==> src/rtl/io_pkg.sv <==
// Shared definitions for the IO output-buffer write path: address window,
// store widths and the write-request record passed to the output buffer.
package io_pkg;

    localparam logic [19:0] IO_BASE_HI = 20'h10000;
    localparam logic [19:0] IO_LAST_HI = 20'h10004;

    localparam logic [2:0] F3_SB = 3'b000;
    localparam logic [2:0] F3_SH = 3'b001;
    localparam logic [2:0] F3_SW = 3'b010;

    typedef struct packed {
        logic [31:0] addr;
        logic [31:0] data;
        logic [2:0]  funct3;
    } io_wr_t;

    // A store is legal when it targets the IO window with a supported,
    // naturally aligned width.
    function automatic logic io_legal(input logic [31:0] addr, input logic [2:0] funct3);
        logic in_range;
        logic aligned;
        in_range = (addr[31:12] >= IO_BASE_HI) && (addr[31:12] <= IO_LAST_HI);
        case (funct3)
            F3_SB:   aligned = 1'b1;
            F3_SH:   aligned = ~addr[0];
            F3_SW:   aligned = (addr[1:0] == 2'b00);
            default: aligned = 1'b0;
        endcase
        return in_range && aligned;
    endfunction

endpackage

==> src/rtl/rr_pick.sv <==
// Combinational round-robin selector: the first set request at or after ptr
// (wrapping modulo N) wins. Shared by the write- and read-side arbiters.
module rr_pick #(
    parameter int N = 2,
    localparam int IW = $clog2(N)
) (
    input  logic [N-1:0]  req,
    input  logic [IW-1:0] ptr,
    output logic [N-1:0]  grant,
    output logic [IW-1:0] idx
);

    int  best_dist;
    int  sel;
    logic found;

    always_comb begin
        best_dist = N;
        sel       = 0;
        found     = 1'b0;
        for (int i = 0; i < N; i++) begin
            if (req[i] && (((i + N - int'(ptr)) % N) < best_dist)) begin
                best_dist = (i + N - int'(ptr)) % N;
                sel       = i;
                found     = 1'b1;
            end
        end
        grant = '0;
        for (int i = 0; i < N; i++) begin
            grant[i] = found && (i == sel);
        end
        idx = IW'(sel);
    end

endmodule

==> src/rtl/io_wr_arbiter.sv <==
// Round-robin arbiter sharing the IO output-buffer write port; legal stores
// are issued from a registered stage, illegal ones are dropped and counted.
module io_wr_arbiter
    import io_pkg::*;
#(
    parameter int NUM_REQ = 2,
    parameter int ERR_W   = 8,
    localparam int IW = $clog2(NUM_REQ)
) (
    input  logic                      i_clk,
    input  logic                      i_reset,
    input  logic                      i_stall,
    input  logic [NUM_REQ-1:0]        i_req_valid,
    output logic [NUM_REQ-1:0]        o_req_ready,
    input  logic [NUM_REQ-1:0][31:0]  i_req_addr,
    input  logic [NUM_REQ-1:0][31:0]  i_req_data,
    input  logic [NUM_REQ-1:0][2:0]   i_req_funct3,
    output logic [31:0]               o_io_addr,
    output logic [31:0]               o_st_data,
    output logic [2:0]                o_funct3,
    output logic                      o_io_wren,
    output logic [IW-1:0]             o_grant_id,
    output logic                      o_err_pulse,
    output logic [ERR_W-1:0]          o_err_count
);

    localparam logic [ERR_W-1:0] ERR_MAX = '1;

    logic [IW-1:0]      ptr;
    logic [IW-1:0]      win_idx;
    logic [NUM_REQ-1:0] win_grant;
    logic               accept;
    logic               win_legal;
    io_wr_t             win_req;
    io_wr_t             out_q;
    logic [IW-1:0]      gid_q;
    logic               wren_q;
    logic               err_q;
    logic [ERR_W-1:0]   err_cnt_q;

    rr_pick #(.N(NUM_REQ)) u_pick (
        .req   (i_req_valid),
        .ptr   (ptr),
        .grant (win_grant),
        .idx   (win_idx)
    );

    // Ready is gated by reset too, so nothing is accepted in a reset cycle.
    assign o_req_ready = (i_reset && !i_stall) ? win_grant : '0;
    assign accept      = |(o_req_ready & i_req_valid);

    always_comb begin
        win_req.addr   = i_req_addr[win_idx];
        win_req.data   = i_req_data[win_idx];
        win_req.funct3 = i_req_funct3[win_idx];
        win_legal      = io_legal(win_req.addr, win_req.funct3);
    end

    always_ff @(posedge i_clk) begin
        if (!i_reset) begin
            ptr       <= '0;
            out_q     <= '0;
            gid_q     <= '0;
            wren_q    <= 1'b0;
            err_q     <= 1'b0;
            err_cnt_q <= '0;
        end else begin
            wren_q <= accept && win_legal;
            err_q  <= accept && !win_legal;
            if (accept) begin
                ptr <= (win_idx == IW'(NUM_REQ - 1)) ? '0 : win_idx + 1'b1;
            end
            if (accept && win_legal) begin
                out_q <= win_req;
                gid_q <= win_idx;
            end
            if (accept && !win_legal && (err_cnt_q != ERR_MAX)) begin
                err_cnt_q <= err_cnt_q + 1'b1;
            end
        end
    end

    assign o_io_addr   = out_q.addr;
    assign o_st_data   = out_q.data;
    assign o_funct3    = out_q.funct3;
    assign o_io_wren   = wren_q;
    assign o_grant_id  = gid_q;
    assign o_err_pulse = err_q;
    assign o_err_count = err_cnt_q;

endmodule

==> config.mk <==
export PLATFORM = sky130hd
export DESIGN_NAME = io_wr_arbiter
export DESIGN_NICKNAME = d
export VERILOG_FILES = /design/src/rtl/io_pkg.sv /design/src/rtl/rr_pick.sv /design/src/rtl/io_wr_arbiter.sv
export SDC_FILE = /design/constraint.sdc
export NUM_CORES = 1
export LEC_CHECK = 0
export BUFFER_PORTS_ARGS = -buffer_cell sky130_fd_sc_hd__buf_2
export CORE_MARGIN = 2
export CORE_UTILIZATION = 44
export CTS_CLUSTER_SIZE = 28
export DETAILED_ROUTE_END_ITERATION = 6
export PLACE_DENSITY = 0.87
export SETUP_SLACK_MARGIN = 0.05
export SYNTH_ARGS = -nofsm -noshare
export SYNTH_HDL_FRONTEND = slang
export SYNTH_SLANG_ARGS = --single-unit
==> constraint.sdc <==
create_clock -name i_clk -period 1.63 [get_ports i_clk]
set_input_delay 0.163 -clock i_clk [delete_from_list [all_inputs] [get_ports i_clk]]
set_output_delay 0.163 -clock i_clk [all_outputs]
set_load 0.05 [all_outputs]
==> out/metrics.yaml <==
clock_network:
  ctsRootBufferMaster: "clkbuf_8"
  cts_max_level: 3
  path_clk_slew_ps: 80
  cts_tree: "done"
  clock_latency_ps: 350
  clk_path_buf_depth: 2
  ctsHoldBuffers: 0
  cts_buffers: 9
  clock_sinks: 79
setup_path:
  critPathLaunchType: "flop"
  crit_fanout: 51
  crit_buf_inv: 1
  crit_family: "multiplexers"
  cp-startpoint: "ptr"
  arrival_ps: 1760
  r2r_setup_slack_ps: 100
  required_ps: 1860
  path_cells: "o21ai_4 -> buf_12 -> mux2_2 -> nand2_1 -> mux2i_1"
  reg2reg_from: "ptr"
  slowest_stage: "mux2_2"
  critPathKind: "reg2reg"
  r2r_end: "o_st_data[18]"
  ff2ff_path_depth: 5
  slowest_delay_ps: 390
  endpoint_kind: "flop"
sta:
  period_needed_ps: 1530
  fin_crit_sh: 0.940
  fmax_ghz: 0.652
  clock_skew_ps: 15.3
  setup_viol_count_final: 0
  drv_slew: 0
  relSlewSlack: 0.521
  rsz0062_at_grt: "yes"
  hold_viol_final: 0
  tightest_slew_ps: 718
global_routing:
  grt_util_met3: 0.0619
  grt_first_pass_wirelength_um: 16500
  gr-usage-met1: 0.225
  use_met2: 0.396
  antenna_found_initial: 0
  grtUsageTotal: 0.211
  busiest_layer: "met2"
  grt_pass1_vias: 3698
  grt_max_degree: 82
  overflow: 0
drt:
  first_pass_iters: 4
  vias: 3832
  drt_iter0_drc: 133
  post-route-drc-count: 0
  antenna_left: 0
  wl_per_cell_um: 14.5
  routed_wl_um: 10800
  via_per_inst: 5.15
hold_path:
  worst_hold_path_type: "in2reg"
  hp-start: "i_reset"
  min_path_cells: 3
  min_to: "ptr"
synth:
  syn-cell-area_um2: 3830
  synthCells: 407
  yosys_most_used_dff: "dfxtp_1"
  ys_ff_latch: 79
  synth-edff-count: 0
  syn-num-nets: 547
  synth_cell_type_count: 35
  synth.avg_cell_area_um2: 9.40
  async_flop_share: 0
  yosysSeqAreaShare: 0.413
  yosysWarnings: 0
finish:
  insertedDiodeCount: 0
  fin_area_um2: 5520
  areaGrowthSynthToFinish_pct: 44.3
  nNetsFinal: 771
  final_cell_mix: "215 x buf_2, 109 x nand2_1, 73 x dfxtp_1"
  num-fill-cells: 720
  drive_above_1_share: 0.524
  layout_commonest_cell: "buf_2"
power:
  finalPower_mw: 4.26
  pwr-share-comb: 0.129
  clockPowerShare: 0.412
  p_leak_nw: 2.99
  ir_drop_uv: 558
  seq_power_share: 0.458
  power_density_nw_per_um2: 771
  swShare: 0.240
  internal_power_mw: 3.23
  p_sw_mw: 1.02
floorplanning:
  fp.dieW_um: 97.3
  io_pins: 219
  core_um2: 8590
  die-height_um: 97.3
  die_area_um2: 9460
  rows: 34
  start_util: 0.445
place:
  portBuffers: 218
  place_congestion: 0.807
  dp_hpwl_um: 7720
  placed_area_um2: 5130
job:
  cap_violations: 0
outcome:
  status: "finished clean"
[timing repair]
action,4_1_cts,5_1_grt
gates cloned,1,3
buffers inserted,2,0
pin swaps,1,8
endpoints found under the setup margin,41,69
resized for setup,2,11
[synth_stat cells, types with 3 or more instances]
library cell | count | area, µm²
a21oi_1 | 7 | 35.0
and3_1 | 18 | 113
buf_2 | 6 | 30.0
buf_6 | 5 | 56.3
clkbuf_1 | 15 | 56.3
dfxtp_1 | 79 | 1580
inv_1 | 6 | 22.5
mux2_2 | 49 | 552
mux2i_1 | 55 | 551
nand2_1 | 109 | 409
nand3_1 | 3 | 15.0
nand4_1 | 5 | 31.3
nor2_1 | 3 | 11.3
nor4_1 | 5 | 31.3
o21a_1 | 4 | 30.0
o21ai_0 | 10 | 50.1
o21ai_1 | 3 | 15.0
[worst max-delay path by stage]
stage / end / cells after the start
after floorplan: o_err_count[5] / 5
after global placement: o_io_addr[16] / 7
after detailed placement: o_io_addr[29] / 7
after CTS: o_io_addr[30] / 7
after global routing: o_io_addr[13] / 5
final: o_st_data[18] / 5
[tightest hold or removal path: cells and delay by family]
family	cells	cell delay (ps)
buffers and inverters	2	230
AOI/OAI and AO/OA	1	50
[power groups by stage]
stage	Combinational [mW]	Sequential (mW)	Clock [mW]
final	0.550	1.95	1.76
after global placement	0.525	2.00	0
after global routing	0.599	1.95	1.88
after detailed placement	0.543	2.00	0
after floorplan	0.279	2.02	0
after CTS	0.548	1.95	1.77
[per-stage QoR]
stage,utilization,cells,hold WS (ps),setup TNS (ps),setup slack (ps)
floorplan,-,407,325,-222,-58.2
global placement,0.597,722,443,-14770,-277
detailed placement,0.597,722,456,-8400,-192
CTS,0.631,741,109,0,40.8
global route,0.643,744,105,0,27.4
finish,0.643,744,129,0,97.4
[per-layer routing]
| layer | part of all wire | wire [µm] | up-vias |
|---|---|---|---|
| met3 | 0.067 | 721 | 19 |
| met1 | 0.39 | 4240 | 1791 |
| met2 | 0.52 | 5570 | 152 |
| met4 | 0.021 | 223 | 0 |
| met5 | 0 | 0 | - |
| li1 | - | - | 1870 |
[kinds of logic after synthesis]
group | share of synthesized area
mux | 0.288
buf+inv | 0.0451
fa+ha+maj | 0.00327
compound gates | 0.0605
simple gates | 0.190
flops | 0.413
[flip-flops by register name, summed over array words and instances (netlist names)]
signal,cells
o_st_data,32
o_err_count,8
o_io_addr,32
o_grant_id,1
ptr,1
o_err_pulse,1
o_funct3,3
o_io_wren,1
[cell type report]
class	count	area (µm²)	share of cell area
clock inverter	5	85.1	0.0154
inverter	8	32.5	0.00589
tap	108	135	0.0245
multi-input combinational	294	2150	0.390
clock buffer	11	163	0.0295
timing repair buffer	239	1360	0.247
sequential	79	1590	0.288
No activity file was read; power rests on OpenSTA's default activity.
